### src/rtl/mips_encode.sv
// mips_encode: turns mnemonic-level requests into 32-bit MIPS instruction words.
// One-entry registered output stage; LI is expanded into one or two words.
module mips_encode (
    input  logic        clock,
    input  logic        reset,
    input  logic        req_valid,
    output logic        req_ready,
    input  logic [4:0]  req_op,
    input  logic [4:0]  req_rs,
    input  logic [4:0]  req_rt,
    input  logic [4:0]  req_rd,
    input  logic [31:0] req_imm,
    input  logic [25:0] req_target,
    output logic        inst_valid,
    input  logic        inst_ready,
    output logic [31:0] inst,
    output logic        err,
    output logic [15:0] inst_count
);

    // Major opcodes
    localparam logic [5:0] OpSpecial = 6'h00;
    localparam logic [5:0] OpJ       = 6'h02;
    localparam logic [5:0] OpBeq     = 6'h04;
    localparam logic [5:0] OpBne     = 6'h05;
    localparam logic [5:0] OpAddi    = 6'h08;
    localparam logic [5:0] OpAndi    = 6'h0C;
    localparam logic [5:0] OpOri     = 6'h0D;
    localparam logic [5:0] OpXori    = 6'h0E;
    localparam logic [5:0] OpLui     = 6'h0F;
    localparam logic [5:0] OpLw      = 6'h23;
    localparam logic [5:0] OpLbu     = 6'h24;
    localparam logic [5:0] OpSb      = 6'h28;
    localparam logic [5:0] OpSw      = 6'h2B;

    // SPECIAL funct codes; ADDM uses the otherwise unassigned 6'h2C
    localparam logic [5:0] Op0Jr   = 6'h08;
    localparam logic [5:0] Op0Add  = 6'h20;
    localparam logic [5:0] Op0Sub  = 6'h22;
    localparam logic [5:0] Op0And  = 6'h24;
    localparam logic [5:0] Op0Or   = 6'h25;
    localparam logic [5:0] Op0Xor  = 6'h26;
    localparam logic [5:0] Op0Nor  = 6'h27;
    localparam logic [5:0] Op0Slt  = 6'h2A;
    localparam logic [5:0] Op0Addm = 6'h2C;

    // Request operation select
    localparam logic [4:0] SelAdd  = 5'd0;
    localparam logic [4:0] SelSub  = 5'd1;
    localparam logic [4:0] SelAnd  = 5'd2;
    localparam logic [4:0] SelOr   = 5'd3;
    localparam logic [4:0] SelNor  = 5'd4;
    localparam logic [4:0] SelXor  = 5'd5;
    localparam logic [4:0] SelSlt  = 5'd6;
    localparam logic [4:0] SelJr   = 5'd7;
    localparam logic [4:0] SelAddm = 5'd8;
    localparam logic [4:0] SelAddi = 5'd9;
    localparam logic [4:0] SelAndi = 5'd10;
    localparam logic [4:0] SelOri  = 5'd11;
    localparam logic [4:0] SelXori = 5'd12;
    localparam logic [4:0] SelLui  = 5'd13;
    localparam logic [4:0] SelBeq  = 5'd14;
    localparam logic [4:0] SelBne  = 5'd15;
    localparam logic [4:0] SelJ    = 5'd16;
    localparam logic [4:0] SelLw   = 5'd17;
    localparam logic [4:0] SelLbu  = 5'd18;
    localparam logic [4:0] SelSw   = 5'd19;
    localparam logic [4:0] SelSb   = 5'd20;
    localparam logic [4:0] SelLi   = 5'd21;
    localparam logic [4:0] SelNop  = 5'd22;

    typedef enum logic [0:0] {StIdle, StSecond} state_e;

    state_e      state_q, state_d;
    logic        inst_valid_q, inst_valid_d;
    logic [31:0] inst_q, inst_d;
    logic        err_q, err_d;
    logic [15:0] count_q, count_d;
    logic [4:0]  pend_rt_q, pend_rt_d;
    logic [15:0] pend_lo_q, pend_lo_d;

    logic [31:0] enc_word;
    logic        enc_legal;
    logic        enc_two;
    logic        accept;
    logic        drain;
    logic        can_load;

    // Encode the current request into its first (or only) word
    always_comb begin
        enc_word  = 32'h0000_0000;
        enc_legal = 1'b1;
        enc_two   = 1'b0;
        case (req_op)
            SelAdd:  enc_word = {OpSpecial, req_rs, req_rt, req_rd, 5'b0, Op0Add};
            SelSub:  enc_word = {OpSpecial, req_rs, req_rt, req_rd, 5'b0, Op0Sub};
            SelAnd:  enc_word = {OpSpecial, req_rs, req_rt, req_rd, 5'b0, Op0And};
            SelOr:   enc_word = {OpSpecial, req_rs, req_rt, req_rd, 5'b0, Op0Or};
            SelNor:  enc_word = {OpSpecial, req_rs, req_rt, req_rd, 5'b0, Op0Nor};
            SelXor:  enc_word = {OpSpecial, req_rs, req_rt, req_rd, 5'b0, Op0Xor};
            SelSlt:  enc_word = {OpSpecial, req_rs, req_rt, req_rd, 5'b0, Op0Slt};
            SelAddm: enc_word = {OpSpecial, req_rs, req_rt, req_rd, 5'b0, Op0Addm};
            SelJr:   enc_word = {OpSpecial, req_rs, 15'b0, Op0Jr};
            SelAddi: enc_word = {OpAddi, req_rs, req_rt, req_imm[15:0]};
            SelAndi: enc_word = {OpAndi, req_rs, req_rt, req_imm[15:0]};
            SelOri:  enc_word = {OpOri, req_rs, req_rt, req_imm[15:0]};
            SelXori: enc_word = {OpXori, req_rs, req_rt, req_imm[15:0]};
            SelLui:  enc_word = {OpLui, 5'b0, req_rt, req_imm[15:0]};
            SelBeq:  enc_word = {OpBeq, req_rs, req_rt, req_imm[15:0]};
            SelBne:  enc_word = {OpBne, req_rs, req_rt, req_imm[15:0]};
            SelJ:    enc_word = {OpJ, req_target};
            SelLw:   enc_word = {OpLw, req_rs, req_rt, req_imm[15:0]};
            SelLbu:  enc_word = {OpLbu, req_rs, req_rt, req_imm[15:0]};
            SelSw:   enc_word = {OpSw, req_rs, req_rt, req_imm[15:0]};
            SelSb:   enc_word = {OpSb, req_rs, req_rt, req_imm[15:0]};
            SelNop:  enc_word = 32'h0000_0000;
            SelLi: begin
                if (req_imm[31:16] == 16'h0000) begin
                    enc_word = {OpOri, 5'b0, req_rt, req_imm[15:0]};
                end else if (req_imm[15:0] == 16'h0000) begin
                    enc_word = {OpLui, 5'b0, req_rt, req_imm[31:16]};
                end else begin
                    enc_word = {OpLui, 5'b0, req_rt, req_imm[31:16]};
                    enc_two  = 1'b1;
                end
            end
            default: enc_legal = 1'b0;
        endcase
    end

    assign can_load  = ~inst_valid_q | inst_ready;
    assign req_ready = (state_q == StIdle) & can_load;
    assign accept    = req_valid & req_ready;
    assign drain     = inst_valid_q & inst_ready;

    // Next-state: FSM, output stage, pending ORI, error pulse and hand-off count
    always_comb begin
        state_d      = state_q;
        inst_valid_d = inst_valid_q & ~drain;
        inst_d       = inst_q;
        pend_rt_d    = pend_rt_q;
        pend_lo_d    = pend_lo_q;
        err_d        = accept & ~enc_legal;
        count_d      = drain ? count_q + 16'd1 : count_q;
        if (state_q == StSecond) begin
            if (can_load) begin
                inst_d       = {OpOri, pend_rt_q, pend_rt_q, pend_lo_q};
                inst_valid_d = 1'b1;
                state_d      = StIdle;
            end
        end else if (accept && enc_legal) begin
            inst_d       = enc_word;
            inst_valid_d = 1'b1;
            if (enc_two) begin
                state_d   = StSecond;
                pend_rt_d = req_rt;
                pend_lo_d = req_imm[15:0];
            end
        end
    end

    // State registers; reset overrides any same-edge handshake
    always_ff @(posedge clock) begin
        if (reset) begin
            state_q      <= StIdle;
            inst_valid_q <= 1'b0;
            inst_q       <= 32'h0000_0000;
            err_q        <= 1'b0;
            count_q      <= 16'h0000;
            pend_rt_q    <= 5'd0;
            pend_lo_q    <= 16'h0000;
        end else begin
            state_q      <= state_d;
            inst_valid_q <= inst_valid_d;
            inst_q       <= inst_d;
            err_q        <= err_d;
            count_q      <= count_d;
            pend_rt_q    <= pend_rt_d;
            pend_lo_q    <= pend_lo_d;
        end
    end

    assign inst_valid = inst_valid_q;
    assign inst       = inst_q;
    assign err        = err_q;
    assign inst_count = count_q;

endmodule

### config.mk
export PLATFORM = sky130hd
export DESIGN_NAME = mips_encode
export DESIGN_NICKNAME = d
export VERILOG_FILES = /design/src/rtl/mips_encode.sv
export SDC_FILE = /design/constraint.sdc
export NUM_CORES = 1
export LEC_CHECK = 0
export CAP_MARGIN = 0
export CORE_UTILIZATION = 37
export DETAILED_ROUTE_END_ITERATION = 8
export GPL_TIMING_DRIVEN = 0
export PLACE_DENSITY = 0.67
export SLEW_MARGIN = 20
export SYNTH_ARGS = -nofsm -noshare
export SYNTH_HDL_FRONTEND = slang
export SYNTH_SLANG_ARGS = --single-unit
### constraint.sdc
create_clock -name clock -period 3.8 [get_ports clock]
set_input_delay 0.57 -clock clock [delete_from_list [all_inputs] [get_ports clock]]
set_output_delay 0.57 -clock clock [all_outputs]
set_load 0.01 [all_outputs]
* After elaboration in Yosys (flattened, before gate mapping)
Index checks and enable logic that the tools add are counted.
** Operators by class
- Eq/ne operators :: 23
- Muxes and demuxes :: 16
- Add/sub/neg operators :: 1
- Bitwise logic cells :: 10
- Reductions and logical operators :: 8
** Operator list (count)
- $pmux W32 S22 :: 1
- $mux W32 :: 3
- $eq A5 B4 Y1 const B :: 8
- $eq A5 B5 Y1 const B :: 7
- $logic_not A16 Y1 :: 2
- $mux W28 :: 1
- $reduce_or A23 Y1 :: 1
- $eq A5 B3 Y1 const B :: 4
- $add A16 B1 Y16 const B :: 1
- $mux W1 :: 11
- $eq A5 B2 Y1 const B :: 2
- $and A1 B1 Y1 :: 5
- $eq A5 B1 Y1 const B :: 1
- $logic_not A5 Y1 :: 1
- $not A1 Y1 :: 4
- $reduce_and A3 Y1 :: 1
- $ne A2 B1 Y1 const B :: 1
- $reduce_and A2 Y1 :: 1
- $reduce_bool A2 Y1 :: 1
- $logic_and A1 B1 Y1 :: 1
- $or A1 B1 Y1 :: 1
** Word-level totals
- Input port bits :: 82
- Register bits after elaboration :: 72

* Logic depth before layout (Yosys ltp)
Gate-level depths: netlist (run 1).
- Depth after elaboration :: 7
- Depth in mapped cells :: 8
- Gate-level depth less buffers :: 6

* Worst setup path after synthesis (run 1)
No wires, ideal clock.
- Path kind :: input-to-reg
- From :: input port req_op[3]
- To :: register pend_lo_q[10]
- Slack :: 1.591 ns
- Arrival time :: 2.082 ns
- Buffers on the path :: 3
- Stages on the path :: 8
- Data required time :: 3.672 ns
- Cell sequence :: buf_2 a31oi_4 o2111ai_4 or4_4 buf_6 buf_6 mux2i_1 nor2_1
** On the way
- Cells in the longest elaborated chain, start to end :: 5
- Elaborated cells on any way between the ends :: 28
- Classes of those cells :: eq/ne: 22; mux: 2; reduce/logical: 4
** Ends and longest elaborated chain
- start, declared :: line 8 : input logic [4:0] req_op,
- $eq A5 B5 Y1, or another cell as far along :: line 94 : case (req_op)
- $reduce_or A23 Y1 (no source line)
- $mux W1 :: line 94
- $logic_and A1 B1 Y1 :: line 151 : end else if (accept && enc_legal) begin
- $reduce_and A3 Y1 (no source line) (*)
- end signal, assigned :: line 179 : pend_lo_q <= pend_lo_d;
- end, declared :: line 80 : logic [15:0] pend_lo_q, pend_lo_d;
Mark *: on every way between the ends. The rest lies on a longest branch, timed or not.
A chain may end at the register's enable or synchronous reset.

* Final worst setup path (run 1)
- From :: register state_q
- To :: output port req_ready
** On the way
- Cells in the longest elaborated chain, start to end :: 2
** Ends and longest elaborated chain
- start, declared :: line 74 : state_e state_q, state_d;
- start signal, assigned :: line 165 : state_q <= StIdle;
- start signal, assigned :: line 173 : state_q <= state_d;
- $not A1 Y1 (no source line)
- $and A1 B1 Y1 :: line 132 : assign req_ready = (state_q == StIdle) & can_load;
- end, declared :: line 7 : output logic req_ready,
No other way between the ends.

==> results of run 1 <==
[cells by family (layout without fill, tap and decap cells)]
group	Yosys count	in the layout
and+or+nand+nor	176	176
DFF	71	71
adders and majority gates	1	1
xor gates and xnor gates	12	12
AOI/OAI and AO/OA	132	132
other	1	1
buffers and inverters	43	188
muxes	25	25
[state kept, by name (all words and copies together) (netlist names)]
name and flops:
pend_rt_q 5, inst_count 16, err 1, inst 31
pend_lo_q 16, inst_valid 1, state_q 1
[where the power goes]
| part | switching (mW) | internal [mW] |
|---|---|---|
| Clock | 0.311 | 0.327 |
| Sequential | 0.0174 | 0.772 |
| Combinational | 0.181 | 0.188 |
[worst paths after layout]
kind	from	to	slack (ns)
min	pend_lo_q[8]	pend_lo_q[8]	0.50
max reg2reg	inst_valid	pend_lo_q[14]	1.47
min reg2reg	pend_lo_q[8]	pend_lo_q[8]	0.50
max	state_q	req_ready	0.95
[synthesized netlist by cell type (all sizes together), types with 2 or more instances]
library cell | instances | area [µm²]
a2111oi | 15 | 131
a211oi | 9 | 67.6
a21o | 3 | 22.5
a21oi | 30 | 150
a222oi | 3 | 30.0
a22o | 7 | 61.3
a22oi | 10 | 75.1
a311oi | 8 | 70.1
a31oi | 4 | 40.0
a32oi | 2 | 17.5
and2 | 9 | 56.3
and3 | 7 | 43.8
and4 | 5 | 46.3
buf | 14 | 95.1
clkbuf | 23 | 86.3
dfxtp | 71 | 1420
inv | 6 | 22.5
mux2i | 25 | 250
nand2 | 34 | 128
nand2b | 9 | 56.3
nand3 | 4 | 20.0
nand4 | 4 | 25.0
nor2 | 67 | 251
nor2b | 4 | 25.0
nor3 | 8 | 40.0
nor3b | 4 | 30.0
nor4 | 9 | 56.3
o2111a | 3 | 33.8
o211a | 4 | 40.0
o211ai | 3 | 22.5
o21ai | 15 | 75.1
o21bai | 2 | 15.0
o22ai | 6 | 37.5
or3 | 5 | 36.3
xnor2 | 7 | 61.3
xor2 | 5 | 43.8
[cells in the final DEF, fill, tap and decap left out, types with 4 or more instances in the layout]
cell type and count:
nand3_1 4, xnor2_1 7, nand2b_1 9, clkbuf_8 10
a22oi_1 10, or3_1 4, nor4_1 9, nand2_1 34
nand4_1 4, dfxtp_1 71, and4_1 4, nor2b_1 4
nor3b_1 4, xor2_1 5, o22ai_1 6, and2_1 9
inv_1 6, and3_1 7, buf_2 4, clkbuf_1 24
nor2_1 67, clkdlybuf4s50_1 129, mux2i_1 25, o21ai_0 15
nor3_1 8, a311oi_1 8, buf_1 4, a2111oi_0 15
buf_6 4, a21oi_1 30, o211a_1 4, a22o_1 7
a211oi_1 9
[through the flow]
step,util [%],area (µm²),cells,setup WS [ns],total power [mW]
2_1_floorplan,-,3850,461,1.59,0.965
3_3_place_gp,53.6,5310,723,0.741,1.17
3_5_place_dp,53.6,5310,723,0.706,1.17
4_1_cts,55.6,5510,739,1.00,1.81
5_1_grt,55.6,5510,739,0.736,1.88
6_report,55.6,5510,739,0.951,1.80
[metal layers]
metal  vias to the layer above  routed length [µm]
met4                         0                 260
met2                       189                5790
met5                         -                   0
li1                       1997                   -
met3                        21                 988
met1                      1949                6100
[worst max-delay path, delay by kind of cell, from the launching register on]
kind / cells / cell delay, ns
buffers and inverters: 3 / 1.37
DFF: 1 / 0.35
and+or+nand+nor: 1 / 0.21
[layout make-up]
class / count / area [µm²]
plain buffers: 37 / 181
clock buffers: 11 / 141
clock inverters: 5 / 63.8
fillers: 950 / 4400
inverters: 6 / 22.5
multi-input cells: 347 / 2230
flip-flops and latches: 71 / 1420
well taps: 133 / 166
repair buffers: 129 / 1290
==> out/qor.csv, run 1 <==
stage,metric,value,unit
power_and_ir_drop,ir_worst_vdd,0.195,mV
logic_synthesis,ys.flop_type,dfxtp_1,
logic_synthesis,yosys_warnings,0,
finish,layout-area-overhead-vs-synth,43.2,%
route,wire_per_inst,17.8,µm
timing,max_freq,351,MHz
floorplan,dieHeight,104,µm
floorplan,die-width,104,µm
global_route,met1_usage,34.2,%
route,first_iter_violations,281,
clock_tree,clock-sinks,71,
logic_synthesis,avgSynthCellArea,8.35,µm²
finish,num-nets-final,684,
global_route,overflow,0,
floorplan,die-area,10800,µm²
logic_synthesis,synth_cells,461,
global_route,first_global_vias,3948,
placed_design,hpwlAfterDp,9860,µm
global_route,busiest_layer,met2,
logic_synthesis,synth_fa_ha_area_share,0.325,%
global_route,grt_use_met3,3.76,%
clock_tree,post_cts_buffers,0,
finish,drive_gt1_share,5.12,%
clock_tree,ctsResizeCount,0,
worst_setup_path,startpoint_type,flop,
logic_synthesis,syn_area,3850,µm²
timing,fin_skew,0.0119,ns
logic_synthesis,synth_xor_area_share,2.73,%
global_route,grt_max_degree,14,
placed_design,gp_congestion,0.916,
route,drcViolationCount,0,
logic_synthesis,synth-simple-area-share,22.7,%
clock_tree,cts_tree,yes,
worst_setup_path,slowest_stage,clkdlybuf4s50_1,
floorplan,initial_utilization,38.9,%
timing,hold_viol_final,0,
logic_synthesis,synth_top_family_by_area,compound AO/OA/AOI/OAI gates,
power_and_ir_drop,power.leakage,2.09,nW
finish,diodes,0,
global_route,grt_first_pass_wirelength,21000,µm
worst_setup_path,max_stage_delay,0.52,ns
route,wirelength,13100,µm
worst_setup_path,path_cells,clkbuf_1 -> clkbuf_1 -> nor2_1 -> clkdlybuf4s50_1,
route,ant_nets,0,
floorplan,core,9910,µm²
flow_run,maxCapViolCount,0,
power_and_ir_drop,powerDensity,326,nW/µm²
clock_tree,cts.path.max_buffers,2,
timing,rsz0062_at_grt,false,
worst_hold_path,hold_depth,2,
worst_setup_path,reg2regPathDepth,7,
global_route,track_usage,24.5,%
route,vias,4156,
clock_tree,cts.clk_slew.worst_paths,0.08,ns
status,status,completed,
worst_hold_path,hold_path.class,reg -> reg,
clock_tree,cts_max_level,3,
timing,worst_pin_slew,0.635,ns
route,via_per_inst,5.62,
clock_tree,cts_hold_buf,0,
placed_design,port_buffers,129,
worst_setup_path,cp_max_fo,10,
logic_synthesis,synth-compound-area-share,25.4,%
worst_setup_path,cp.required,3.23,ns
timing,fin_crit,2.85,ns
logic_synthesis,ys_types,59,
global_route,antenna_found_initial,0,
worst_setup_path,crit_arrival,2.28,ns
route,drt-pass1-iter-count,5,
timing,tns,0,ns
timing,timing.hold.ws,0.499,ns
clock_tree,ctsRootBufferMaster,clkbuf_8,
timing,min_period_over_period,75.0,%
worst_setup_path,path_class,reg -> out,
floorplan,row_count,36,
clock_tree,clock_latency,0.35,ns
logic_synthesis,synth.area.mux_share,6.50,%
global_route,use_met2,37.8,%
logic_synthesis,ys_ff_latch,71,
logic_synthesis,ys_seq_area_share,36.9,%
clock_tree,cts_made_buffers,9,
worst_setup_path,crit_path_frequent_cell,clkbuf_1,
logic_synthesis,synth-async-reset-ratio,0,%
timing,max_slew_margin,57.7,%
logic_synthesis,synth_edf_count,0,
logic_synthesis,syn-num-nets,544,
floorplan,io_pins,133,
timing,finalSetupViolCount,0,
worst_setup_path,worstSetupEndpointType,output port,
timing,slew_violations,0,
Power figures use the tool's default switching activity.
==> run 2: changes to the inputs <==
Clock period 3.8 ns to 2.7 ns, I/O delays scaled along.
==> run 2 against run 1 <==
Die area is the same. Largest cell class unchanged. Clock-buffer cell count did not move. First-iteration DRC count up 15%. Power rose by 41%. Sequential share of layout area is the same. Clock power increased by 41%. Worst hold slack about the same.
==> out/qor.csv, run 2 (synthesis results as in run 1) <==
stage,metric,value,unit,change
status,status,completed,,
timing,fin_skew,0.0110,ns,-0.000917 ns
worst_setup_path,cp_max_fo,10,,unchanged
floorplan,initial_utilization,38.9,%,unchanged
route,wirelength,13200,µm,+0.54%
worst_setup_path,path_class,in -> reg,,
worst_hold_path,hold_depth,2,,unchanged
worst_setup_path,reg2regPathDepth,7,,unchanged
worst_hold_path,worstHoldStart,pend_lo_q[8],,
floorplan,die-area,10800,µm²,unchanged
timing,hold_viol_final,0,,unchanged
finish,layout-area-overhead-vs-synth,43.2,%,unchanged
finish,largest_reg_flops,31,,unchanged
worst_setup_path,cp.required,2.93,ns,-0.30 ns
timing,tns,0,ns,unchanged
worst_setup_path,worstReg2RegEnd,pend_rt_q[3],,
worst_setup_path,path_cells,clkdlybuf4s50_1 -> nand2b_1 -> o2111ai_4 -> or4_4 -> buf_6 -> buf_6 -> mux2i_1 -> nor2_1,,
timing,finalSetupViolCount,0,,unchanged
floorplan,io_pins,133,,unchanged
global_route,grt_first_pass_wirelength,21000,µm,unchanged
placed_design,hpwlAfterDp,9860,µm,unchanged
finish,final_cell_mix,"129 x clkdlybuf4s50_1, 71 x dfxtp_1, 67 x nor2_1",,
worst_setup_path,crit_path_frequent_cell,buf_6,,
power_and_ir_drop,ir_worst_vdd,0.275,mV,+41%
floorplan,dieHeight,104,µm,unchanged
global_route,grt_max_degree,14,,unchanged
floorplan,core,9910,µm²,unchanged
route,vias,4130,,-0.63%
worst_hold_path,hold_path.class,reg -> reg,,
clock_tree,clock-sinks,71,,unchanged
placed_design,port_buffers,129,,unchanged
floorplan,die-width,104,µm,unchanged
clock_tree,cts_max_level,3,,unchanged
global_route,track_usage,24.5,%,unchanged
timing,max_freq,386,MHz,
worst_setup_path,crit_arrival,2.82,ns,+0.54 ns
clock_tree,cts_tree,yes,,
route,drcViolationCount,0,,unchanged
clock_tree,cts_hold_buf,0,,unchanged
global_route,antenna_found_initial,0,,unchanged
power_and_ir_drop,p_total,2.53,mW,+41%
route,via_per_inst,5.60,,-0.49%
route,wire_per_inst,17.9,µm,+0.68%
finish,final_common_cell,clkdlybuf4s50_1,,
flow_run,maxCapViolCount,0,,unchanged
timing,rsz0062_at_grt,false,,
timing,fin_crit,2.59,ns,
timing,slew_violations,0,,unchanged
timing,timing.hold.ws,0.498,ns,-0.000174 ns
clock_tree,cts.path.max_buffers,2,,unchanged
power_and_ir_drop,power.leakage,2.10,nW,+0.26%
placed_design,gp_congestion,0.916,,unchanged
timing,min_period_over_period,96.0,%,
clock_tree,cts.clk_slew.worst_paths,0.08,ns,about the same
timing,worst_pin_slew,0.643,ns,+0.00787 ns
worst_setup_path,startpoint_type,input port,,
route,drt-pass1-iter-count,5,,unchanged
global_route,first_global_vias,3948,,unchanged
worst_setup_path,worstSetupEndpointType,flop,,
worst_setup_path,max_stage_delay,0.61,ns,+0.09 ns
finish,diodes,0,,unchanged
timing,max_slew_margin,57.1,%,-0.52 points
finish,drive_gt1_share,5.45,%,+0.34 points
worst_setup_path,r2r_slack,0.39,ns,-1.08 ns
finish,num-nets-final,683,,-0.15%
worst_setup_path,slowest_stage,or4_4,,
worst_hold_path,hold_path_end,pend_lo_q[8],,
clock_tree,clock_latency,0.35,ns,about the same
floorplan,row_count,36,,unchanged
global_route,overflow,0,,unchanged
clock_tree,cts_made_buffers,9,,unchanged
finish,post-route-util,55.6,%,unchanged
worst_setup_path,reg2reg_from,inst_valid,,
clock_tree,ctsRootBufferMaster,clkbuf_8,,
route,ant_nets,0,,unchanged
route,first_iter_violations,324,,+15%
power_and_ir_drop,powerDensity,459,nW/µm²,+41%
==> run 2: how the worst max path moves through the flow <==
stage	start	endpoint	depth (start not counted)
6_report	inst_ready	pend_rt_q[3]	8
5_1_grt	req_op[2]	inst[15]	8
4_1_cts	state_q	req_ready	4
3_5_place_dp	inst_ready	pend_rt_q[1]	8
3_3_place_gp	inst_ready	pend_rt_q[1]	8
2_1_floorplan	req_op[3]	pend_lo_q[10]	8
==> run 2: worst max-delay path: cells and delay by family <==
kind / cells / cell delay [ns]
compound gates: 1 / 0.32
buf+inv: 3 / 0.85
mux: 1 / 0.18
simple gates: 3 / 1.06
==> run 2: metal layers <==
| metal | GRT usage, % | up-vias | wire length, µm | part of all wire [%] |
|---|---|---|---|---|
| met5 | 0 | - | 0 | 0 |
| met4 | 9.80 | 0 | 258 | 2.0 |
| met3 | 3.76 | 21 | 1030 | 7.8 |
| met2 | 37.8 | 189 | 5840 | 44 |
| met1 | 34.2 | 1925 | 6080 | 46 |
| li1 | - | 1995 | - | - |
==> run 2: per-stage QoR <==
| stage | instance area, µm² | worst slack [ns] | cells |
|---|---|---|---|
| 6_report | 5510 | 0.108 | 738 |
| 3_3_place_gp | 5310 | -0.194 | 723 |
| 4_1_cts | 5510 | 0.0655 | 739 |
| 5_1_grt | 5510 | 0.0307 | 738 |
| 3_5_place_dp | 5310 | -0.229 | 723 |
| 2_1_floorplan | 3850 | 0.656 | 461 |
==> run 2: final cells by class <==
type,count,area [µm²]
Inverter,6,22.5
Clock inverter,5,63.8
Sequential cell,71,1420
Clock buffer,11,141
Multi-Input combinational cell,347,2230
Buffer,36,180
Timing Repair Buffer,129,1290
Tap cell,133,166
Fill cell,951,4400
==> run 2: power by group <==
| part | internal, mW | switching [mW] |
|---|---|---|
| combinational | 0.265 | 0.255 |
| clock | 0.461 | 0.438 |
| sequential | 1.09 | 0.0248 |
==> run 2: repair_timing <==
| action | in CTS | in global routing |
|---|---|---|
| endpoints found under the setup margin | 0 | 8 |
| hold endpoints to repair | 0 | 0 |
| gates resized for setup | 0 | 5 |
| buffers inserted | 0 | 0 |
==> RTL edit, RTL diff (config.mk and constraints of run 2) <==
Remove the register `err_q`: a continuous assignment takes its place, so the output `err` follows one clock earlier.
--- a/src/rtl/mips_encode.sv
+++ b/src/rtl/mips_encode.sv
@@ -166,5 +166,4 @@
             inst_valid_q <= 1'b0;
             inst_q       <= 32'h0000_0000;
-            err_q        <= 1'b0;
             count_q      <= 16'h0000;
             pend_rt_q    <= 5'd0;
@@ -174,5 +173,4 @@
             inst_valid_q <= inst_valid_d;
             inst_q       <= inst_d;
-            err_q        <= err_d;
             count_q      <= count_d;
             pend_rt_q    <= pend_rt_d;
@@ -180,4 +178,6 @@
         end
     end
+
+    assign err_q = err_d;
 
     assign inst_valid = inst_valid_q;
Function: changed (a bounded check fails within 4 cycles, from zero or initial values and one cycle with reset high).
==> RTL edit against run 2 <==
- count of clock-buffer cells in the layout fell by 1
- worst setup slack improved by 24 ps
- wire length fell by 1.1%
- clock skew fell by 1.9 ps
- power fell by 3.9%
- fmax rose by 0.94%
- area after synthesis fell by 5.0%
- sequential cell count fell by 1
- cell area fell by 3.7%
- largest cell class unchanged
- critical path type unchanged
==> RTL edit: results (changes against run 2) <==
| Metric | Value |
|---|---|
| Share of layout cells above drive strength 1 | `5.54% (+0.082 points)` |
| Vias in the first global route | `3899 (-1.2%)` |
| Minimum clock period | `2570 ps (-24.2 ps)` |
| Final Skew | `9.10 ps (-1.87 ps)` |
| Cell family with most CP delay | `buffers and inverters` |
| Synth area leaders | `dfxtp_1 38%, mux2i_1 7.1%, nor2_1 5.3%, a22oi_1 3.9%, o22ai_1 3.8%` |
| First-pass GRT wire length | `20.2 mm (-3.7%)` |
| Setup TNS | `0 ps (unchanged)` |
| Compound-Gate Fraction of Synth Area | `24.4% (-1.0 points)` |
| M1 WL | `5.81 mm (-4.4%)` |
| Initial antenna violation count | `0 (unchanged)` |
| Leak pwr | `2.02 nW (-3.7%)` |
| Switching power | `0.000669 W (-6.8%)` |
| Dpl cell area | `5100 sq um (-3.9%)` |
| DRT iter0 DRCs | `229 (-29%)` |
| Seq pwr share | `44.6% (+0.7 points)` |
| Worst skew pair latency | `350 ps (about the same)` |
| Comb group | `0.000472 W (-9.2%)` |
| I/O Buffers | `128 (-0.78%)` |
| Clock root buffer master | `clkbuf_8` |
| Placer Congestion | `0.932 (+1.7%)` |
| Post-synth cell types | `55 (-6.8%)` |
| Largest stage delay, worst path | `520 ps (-90 ps)` |
| TritonCTS Buffers | `9 (unchanged)` |
| GRT Total Usage | `25.7% (+1.1 points)` |
| Status | `completed` |
| Grt peak-use layer | `met2` |
| Wire length on met2 | `6.06 mm (+3.6%)` |
| M1 GR Usage | `33.0% (-1.2 points)` |
| Commonest cells post-synth | `70 x dfxtp_1, 52 x nor2_1, 26 x mux2i_1, 25 x a21oi_1, 24 x clkbuf_1` |
| Combinational Power Share | `19.4% (-1.2 points)` |
| Maximum VDD drop | `0.232 mV (-16%)` |
| Layout net count | `656 (-4.0%)` |
| Final cell count without fillers | `707 (-4.2%)` |
| GR met3 Demand/Resource | `5.80% (+2.0 points)` |
| Cell count after synthesis | `435 (-5.6%)` |
| Area share of fa/ha/maj cells after synthesis | `0.342% (+0.017 points)` |
| Largest net degree at the start of global routing | `20 (+6)` |
| Max stage delay cell, worst path | `clkdlybuf4s50_1` |
| Multiplexer area fraction after synthesis | `7.11% (+0.62 points)` |
| Xor/xnor share of the synthesized area | `3.11% (+0.38 points)` |
| Relative slew slack | `59.8% (+2.7 points)` |
| Syn Nets | `518 (-4.8%)` |
| Dpl cells | `692 (-4.3%)` |
| Post-Place Worst Slack | `-200 ps (+29.6 ps)` |
| Met2 Track Usage GR | `43.6% (+5.8 points)` |
| Arrival @ worst endpoint | `2780 ps (-40 ps)` |
| DR vias/cell | `5.66 (+1.2%)` |
| Met3 wire length | `1.07 mm (+3.6%)` |
| Sequential share of the synthesized area | `38.3% (+1.4 points)` |
| Post-DP HPWL | `9.91 mm (+0.59%)` |
| Drt total wl | `13.1 mm (-1.1%)` |
-- RTL edit: cell count changes after synthesis, moves of 7 or more --
cell,change
nor2_1,-15
o22ai_1,+16
a22oi_1,+9
a311oi_1,-7
a221oi_1,+7
nand2_1,-14
a2111oi_0,-15
-- RTL edit: worst paths after layout --
check	startpoint	to	slack [ps]	cells past startpoint
worst max-delay path	req_op[1]	inst[13]	130	8
worst min-delay path	inst[31]	inst[31]	460	2
worst max register to register	state_q	pend_lo_q[11]	360	8
worst min register to register	inst[31]	inst[31]	460	2
-- RTL edit: cell type report --
type,instances,area (sq um)
timing repair buffer,128,1280
buffer,38,188
clock buffer,10,138
multi-input combinational,318,2040
clock inverter,6,68.8
tap,129,161
fill,916,4110
sequential,70,1400
inverter,8,30.0
-- RTL edit: what timing repair did --
item	CTS	global route
endpoints found under the setup margin	1	10
cloned	0	0
resized for setup	0	1
